$ cat src/rtl/instr_seq_pkg.sv
// ============================================================================
// instr_seq_pkg : opcode map, lane indices, state encoding and opcode decode
// Revision      : 1.0
// ============================================================================
`default_nettype none

package instr_seq_pkg;

  localparam int NUM_LANES = 4;

  localparam logic [3:0] OP_ALUI  = 4'h0;
  localparam logic [3:0] OP_ALUR  = 4'h1;
  localparam logic [3:0] OP_LOAD  = 4'h2;
  localparam logic [3:0] OP_STORE = 4'h3;
  localparam logic [3:0] OP_JMP   = 4'h4;
  localparam logic [3:0] OP_HALT  = 4'hF;

  localparam logic [1:0] LANE_ALUI = 2'd0;
  localparam logic [1:0] LANE_ALUR = 2'd1;
  localparam logic [1:0] LANE_MEM  = 2'd2;
  localparam logic [1:0] LANE_JMP  = 2'd3;

  typedef enum logic [2:0] {
    ST_FETCH  = 3'd0,
    ST_DECODE = 3'd1,
    ST_EXEC   = 3'd2,
    ST_HALT   = 3'd3,
    ST_FAULT  = 3'd4
  } seq_state_e;

  typedef enum logic [1:0] {
    CLS_EXEC    = 2'd0,
    CLS_HALT    = 2'd1,
    CLS_ILLEGAL = 2'd2
  } op_class_e;

  typedef struct packed {
    op_class_e  cls;
    logic [1:0] lane;
  } decode_t;

  // Lane is only meaningful when cls == CLS_EXEC.
  function automatic decode_t decode_opcode(input logic [3:0] op);
    decode_t d;
    d.cls  = CLS_EXEC;
    d.lane = LANE_ALUI;
    case (op)
      OP_ALUI:           d.lane = LANE_ALUI;
      OP_ALUR:           d.lane = LANE_ALUR;
      OP_LOAD, OP_STORE: d.lane = LANE_MEM;
      OP_JMP:            d.lane = LANE_JMP;
      OP_HALT:           d.cls  = CLS_HALT;
      default:           d.cls  = CLS_ILLEGAL;
    endcase
    return d;
  endfunction

endpackage

`default_nettype wire

$ cat src/rtl/exec_watchdog.sv
// ============================================================================
// exec_watchdog : per-instruction execution timer, flags the last allowed cycle
// Revision      : 1.0
// ============================================================================
`default_nettype none

module exec_watchdog #(
  parameter int TIMEOUT = 64,
  parameter int TMR_W   = 8
) (
  input  logic clk,
  input  logic rst,
  input  logic clear,
  input  logic enable,
  output logic expired
);

  localparam logic [TMR_W-1:0] LAST = TMR_W'(TIMEOUT - 1);

  logic [TMR_W-1:0] timer;

  // Holds at LAST so a stalled enable can never wrap back into range.
  always_ff @(posedge clk or posedge rst) begin
    if (rst) begin
      timer <= '0;
    end else if (clear) begin
      timer <= '0;
    end else if (enable && (timer != LAST)) begin
      timer <= timer + TMR_W'(1);
    end
  end

  assign expired = enable & (timer == LAST);

endmodule

`default_nettype wire

$ cat src/rtl/instr_sequencer.sv
// ============================================================================
// instr_sequencer : fetch / decode / dispatch sequencer with halt, illegal-op
//                   and watchdog fault handling
// Revision        : 1.0
// ============================================================================
`default_nettype none

module instr_sequencer
  import instr_seq_pkg::*;
#(
  parameter int TIMEOUT = 64,
  parameter int TMR_W   = 8,
  parameter int CNT_W   = 16
) (
  input  logic             clk,
  input  logic             rst,
  input  logic [15:0]      memData,
  input  logic             memRdy,
  input  logic [3:0]       execDone,
  output logic             pcOutEN,
  output logic             memRead,
  output logic [15:0]      instruction,
  output logic [3:0]       start,
  output logic             busy,
  output logic             halted,
  output logic             illegal,
  output logic             timeout,
  output logic [CNT_W-1:0] retired
);

  seq_state_e state;
  seq_state_e state_next;
  decode_t    dec;
  logic [1:0] lane;
  logic       lane_done;
  logic       wd_expired;
  logic       fetch_take;
  logic       dispatch;
  logic       halt_take;
  logic       illegal_take;
  logic       exec_retire;
  logic       exec_expire;

  assign dec       = decode_opcode(instruction[15:12]);
  assign lane_done = execDone[lane];

  always_ff @(posedge clk or posedge rst) begin
    if (rst) begin
      state <= ST_FETCH;
    end else begin
      state <= state_next;
    end
  end

  always_comb begin
    state_next   = state;
    fetch_take   = 1'b0;
    dispatch     = 1'b0;
    halt_take    = 1'b0;
    illegal_take = 1'b0;
    exec_retire  = 1'b0;
    exec_expire  = 1'b0;
    case (state)
      ST_FETCH: begin
        if (memRdy) begin
          fetch_take = 1'b1;
          state_next = ST_DECODE;
        end
      end
      ST_DECODE: begin
        case (dec.cls)
          CLS_EXEC: begin
            dispatch   = 1'b1;
            state_next = ST_EXEC;
          end
          CLS_HALT: begin
            halt_take  = 1'b1;
            state_next = ST_HALT;
          end
          default: begin
            illegal_take = 1'b1;
            state_next   = ST_FAULT;
          end
        endcase
      end
      // Done is checked first so it wins over a same-cycle expiry.
      ST_EXEC: begin
        if (lane_done) begin
          exec_retire = 1'b1;
          state_next  = ST_FETCH;
        end else if (wd_expired) begin
          exec_expire = 1'b1;
          state_next  = ST_FAULT;
        end
      end
      ST_HALT:  state_next = ST_HALT;
      ST_FAULT: state_next = ST_FAULT;
      default:  state_next = ST_FAULT;
    endcase
  end

  always_ff @(posedge clk or posedge rst) begin
    if (rst) begin
      instruction <= '0;
      start       <= '0;
      lane        <= LANE_ALUI;
      retired     <= '0;
      halted      <= 1'b0;
      illegal     <= 1'b0;
      timeout     <= 1'b0;
    end else begin
      start <= '0;
      if (fetch_take) begin
        instruction <= memData;
      end
      if (dispatch) begin
        lane  <= dec.lane;
        start <= 4'b0001 << dec.lane;
      end
      if (halt_take || exec_retire) begin
        retired <= retired + CNT_W'(1);
      end
      if (halt_take) begin
        halted <= 1'b1;
      end
      if (illegal_take) begin
        illegal <= 1'b1;
      end
      if (exec_expire) begin
        timeout <= 1'b1;
      end
    end
  end

  // Bus strobes are gated by rst so they drop immediately on an async reset.
  assign pcOutEN = (state == ST_FETCH) & ~rst;
  assign memRead = (state == ST_FETCH) & ~rst;
  assign busy    = (state != ST_HALT) && (state != ST_FAULT);

  exec_watchdog #(
    .TIMEOUT (TIMEOUT),
    .TMR_W   (TMR_W)
  ) u_watchdog (
    .clk     (clk),
    .rst     (rst),
    .clear   (state != ST_EXEC),
    .enable  (state == ST_EXEC),
    .expired (wd_expired)
  );

endmodule

`default_nettype wire

$ cat config.mk
export PLATFORM = sky130hd
export DESIGN_NAME = instr_sequencer
export DESIGN_NICKNAME = d
export VERILOG_FILES = /design/src/rtl/instr_seq_pkg.sv /design/src/rtl/exec_watchdog.sv /design/src/rtl/instr_sequencer.sv
export SDC_FILE = /design/constraint.sdc
export NUM_CORES = 1
export LEC_CHECK = 0
export BUFFER_PORTS_ARGS = -buffer_cell sky130_fd_sc_hd__buf_4
export CAP_MARGIN = 25
export CORE_UTILIZATION = 47
export CTS_CLUSTER_DIAMETER = 30
export DETAILED_ROUTE_END_ITERATION = 16
export PLACE_DENSITY = 0.82
export SLEW_MARGIN = 10
export SYNTH_ARGS = -nofsm -noshare
export SYNTH_HDL_FRONTEND = slang
export SYNTH_SLANG_ARGS = --single-unit
$ cat constraint.sdc
create_clock -name clk -period 1.6 [get_ports clk]
set_input_delay 0.16 -clock clk [delete_from_list [all_inputs] [get_ports clk]]
set_output_delay 0.16 -clock clk [all_outputs]
set_load 0.005 [all_outputs]
==> out/qor.yml <==
end_kind: "flip-flop"
synthCells: 192
drc: 0
grt_remaining_overflow: 0
vias: 1818
clk_path_buf_depth: 2
netSwitchingFraction_pct: 22.09
core-area_sq_um: 4786
tns_ps: -0.9214
cts_tree: "done"
cell_internal_pwr_uw: 1664
final_hold_viol_count: 0
antenna_found_initial: 0
dr.pass1.iters: 4
fin_nets: 304
grt_pass1_vias: 1815
cts_root_buf: "clkbuf_8"
yosys-top-cells-count: "52 x dfrtp_1, 17 x mux2_2, 15 x xnor2_1"
critical_path_class: "flip-flop to flip-flop"
synth_cell_types: 47
leakage_uw: 0.001584
fin_crit_sh_pct: 100.1
async_reset_ff_share_pct: 100.0
final_cells: 347
dp_cells: 332
maxCapViolations: 0
max_freq_ghz: 0.6246
yosys.area.top_type_share_pct: 55.26
finalSetupViolCount: 1
die_w_um: 72.78
rsz0062_at_grt: "true"
worst_pin_slew_ps: 379.6
cts_sinks: 52
required_ps: 1800
yosysSeqAreaShare_pct: 55.26
worstSkewPairLatency_ps: 300
final.min_clock_period_ps: 1601
antenna_cells: 0
timing.slew.headroom_pct: 74.62
dp.final_hpwl_um: 3440
vias_per_cell: 5.239
path_max_fanout: 8
routed_wirelength_um: 5041
finalWorstSetupSlack_ps: -0.9214
violations: "setup timing"
place_area_sq_um: 3009
ios: 65
drtIter0Drc: 75
grt_pass1_wl_um: 8169
wl_per_cell_um: 14.53
hold_class: "input pin to flip-flop"
ant_nets: 0
seqPwrFrac_pct: 61.5
synth.avg_cell_area_sq_um: 12.26
startpoint_type: "flip-flop"
power_frac_clock_pct: 34.6
arrival_ps: 1800
fin_worst_skew_ps: 9.586
numPortBuffers: 64
cts_buffers: 5
synth_flop_cell: "dfrtp_1"
synth-seq-cells: 52
synth_nets: 217
slew_violations: 0
gp_congestion: 0.7796
p_sw_uw: 471.8
combPwrFrac_pct: 3.9
synth_most_common_cell: "dfrtp_1"
synth.area.top_cells: "dfrtp_1 55%, mux2_2 8.1%, xnor2_1 5.6%, nand4_1 2.1%, nor2_1 1.9%"
p_per_area_nw_per_um2: 654.0
design_area_sq_um: 3266
post-synth-top-area-cell: "dfrtp_1"
netlist_area_sq_um: 2355
grt_max_degree: 42
dieArea_sq_um: 5297
die_h_um: 72.78
ir_worst_vdd_v: 0.0003936
grt_util_all_layers_pct: 20.08
areaGrowthSynthToFinish_pct: 38.68
initial_core_util_pct: 49.20
cts-htree-levels: 2
drive_gt1_share_pct: 47.14
yosysWarnings: 0
finalPower_uw: 2136
row_count: 25
clk_pin_slew_ps: 90
synth_edf_count: 0
status: "finished, violations left"
==> path summary, 6_finish.rpt <==
check | start | to | slack (ps) | cells past startpoint
worst min-delay path | memData[1] | instruction[1] | 80 | 2
worst min register to register | retired[15] | retired[15] | 480 | 1
worst max register to register | lane[0] | retired[1] | -0.9 | 3
min in group asynchronous | rst | instruction[10] | 350 | 3
max in group asynchronous | rst | timeout | 750 | 4
worst max-delay path | lane[0] | retired[1] | -0.9 | 3
==> sequential cells by signal, indices dropped and copies added, names as in the netlist <==
register and count:
instruction 16, retired 16, state 3, timeout 1
start 4, halted 1, lane 2, illegal 1
u_watchdog.timer 8
==> stage by stage <==
stage | setup slack, ps | hold slack [ps] | utilization [%]
2_1_floorplan | 14.35 | 311.6 | -
3_3_place_gp | -28.70 | 127.2 | 62.88
3_5_place_dp | -81.48 | 134.3 | 62.88
4_1_cts | -18.64 | 72.64 | 66.51
5_1_grt | -41.31 | 69.53 | 68.24
6_report | -0.9214 | 83.06 | 68.24
==> area by class of cell <==
class / count / area (sq um)
Clock buffer: 5 / 68.82
Clock inverter: 3 / 18.77
Fill cell: 368 / 1520
Inverter: 4 / 15.01
Multi-Input combinational cell: 130 / 1076
Sequential cell: 52 / 1301
Tap cell: 67 / 83.83
Timing Repair Buffer: 86 / 701.9
==> critical path: stages, from the launching register on <==
cell and delay [ps]:
dfrtp_1 380, mux4_2 610, o2bb2ai_4 200, mux2_2 300
==> power by group through the flow <==
stage | logic (uW) | registers, uW | clock network [uW]
2_1_floorplan | 23.2 | 1340 | 0
3_3_place_gp | 78.4 | 1340 | 0
3_5_place_dp | 80.2 | 1340 | 0
4_1_cts | 85.9 | 1310 | 754
5_1_grt | 94.1 | 1310 | 806
6_report | 84.0 | 1310 | 739
==> logic make-up after synthesis <==
| kind of cell | synth area share [%] |
|---|---|
| AOI/OAI and AO/OA | 7.227 |
| xor gates and xnor gates | 7.386 |
| muxes | 9.086 |
| buffers and inverters | 2.975 |
| and+or+nand+nor | 17.00 |
| DFF | 55.26 |
| adders and majority gates | 1.063 |
==> cells in the final DEF, fill, tap and decap left out, types with 2 or more instances in the layout <==
| cell type | n |
|---|---|
| buf_4 | 79 |
| o21ai_0 | 5 |
| buf_6 | 3 |
| o2bb2ai_4 | 2 |
| mux2_2 | 17 |
| clkbuf_8 | 5 |
| nand3_1 | 5 |
| o211ai_1 | 2 |
| inv_1 | 3 |
| nor3b_1 | 2 |
| and3_1 | 5 |
| a21oi_1 | 6 |
| nor2_1 | 10 |
| buf_12 | 2 |
| xor2_1 | 3 |
| and4_1 | 2 |
| nor2_2 | 2 |
| nand2b_1 | 3 |
| clkinv_2 | 2 |
| nand4_1 | 8 |
| nand2_1 | 10 |
| a21o_1 | 2 |
| xnor2_1 | 15 |
| dfrtp_1 | 52 |
==> routing by layer <==
layer | part of all wire, % | vias to the layer above | global-route usage (%)
met5 | 0 | - | 0
met4 | 1.1 | 0 | 6.972
met3 | 5.5 | 6 | 4.834
met2 | 50 | 56 | 33.54
met1 | 44 | 895 | 25.64
li1 | - | 861 | -
==> timing repair <==
item                                    in CTS  in global routing
gates cloned                                 1                  1
hold endpoints to repair                    11                  0
resized for setup                            9                  9
pin swaps                                    1                  2
endpoints found under the setup margin      18                 29
setup buffers                                1                  3
hold buffers                                 1                  0
Note: power is estimated with default switching activity, not from simulation.
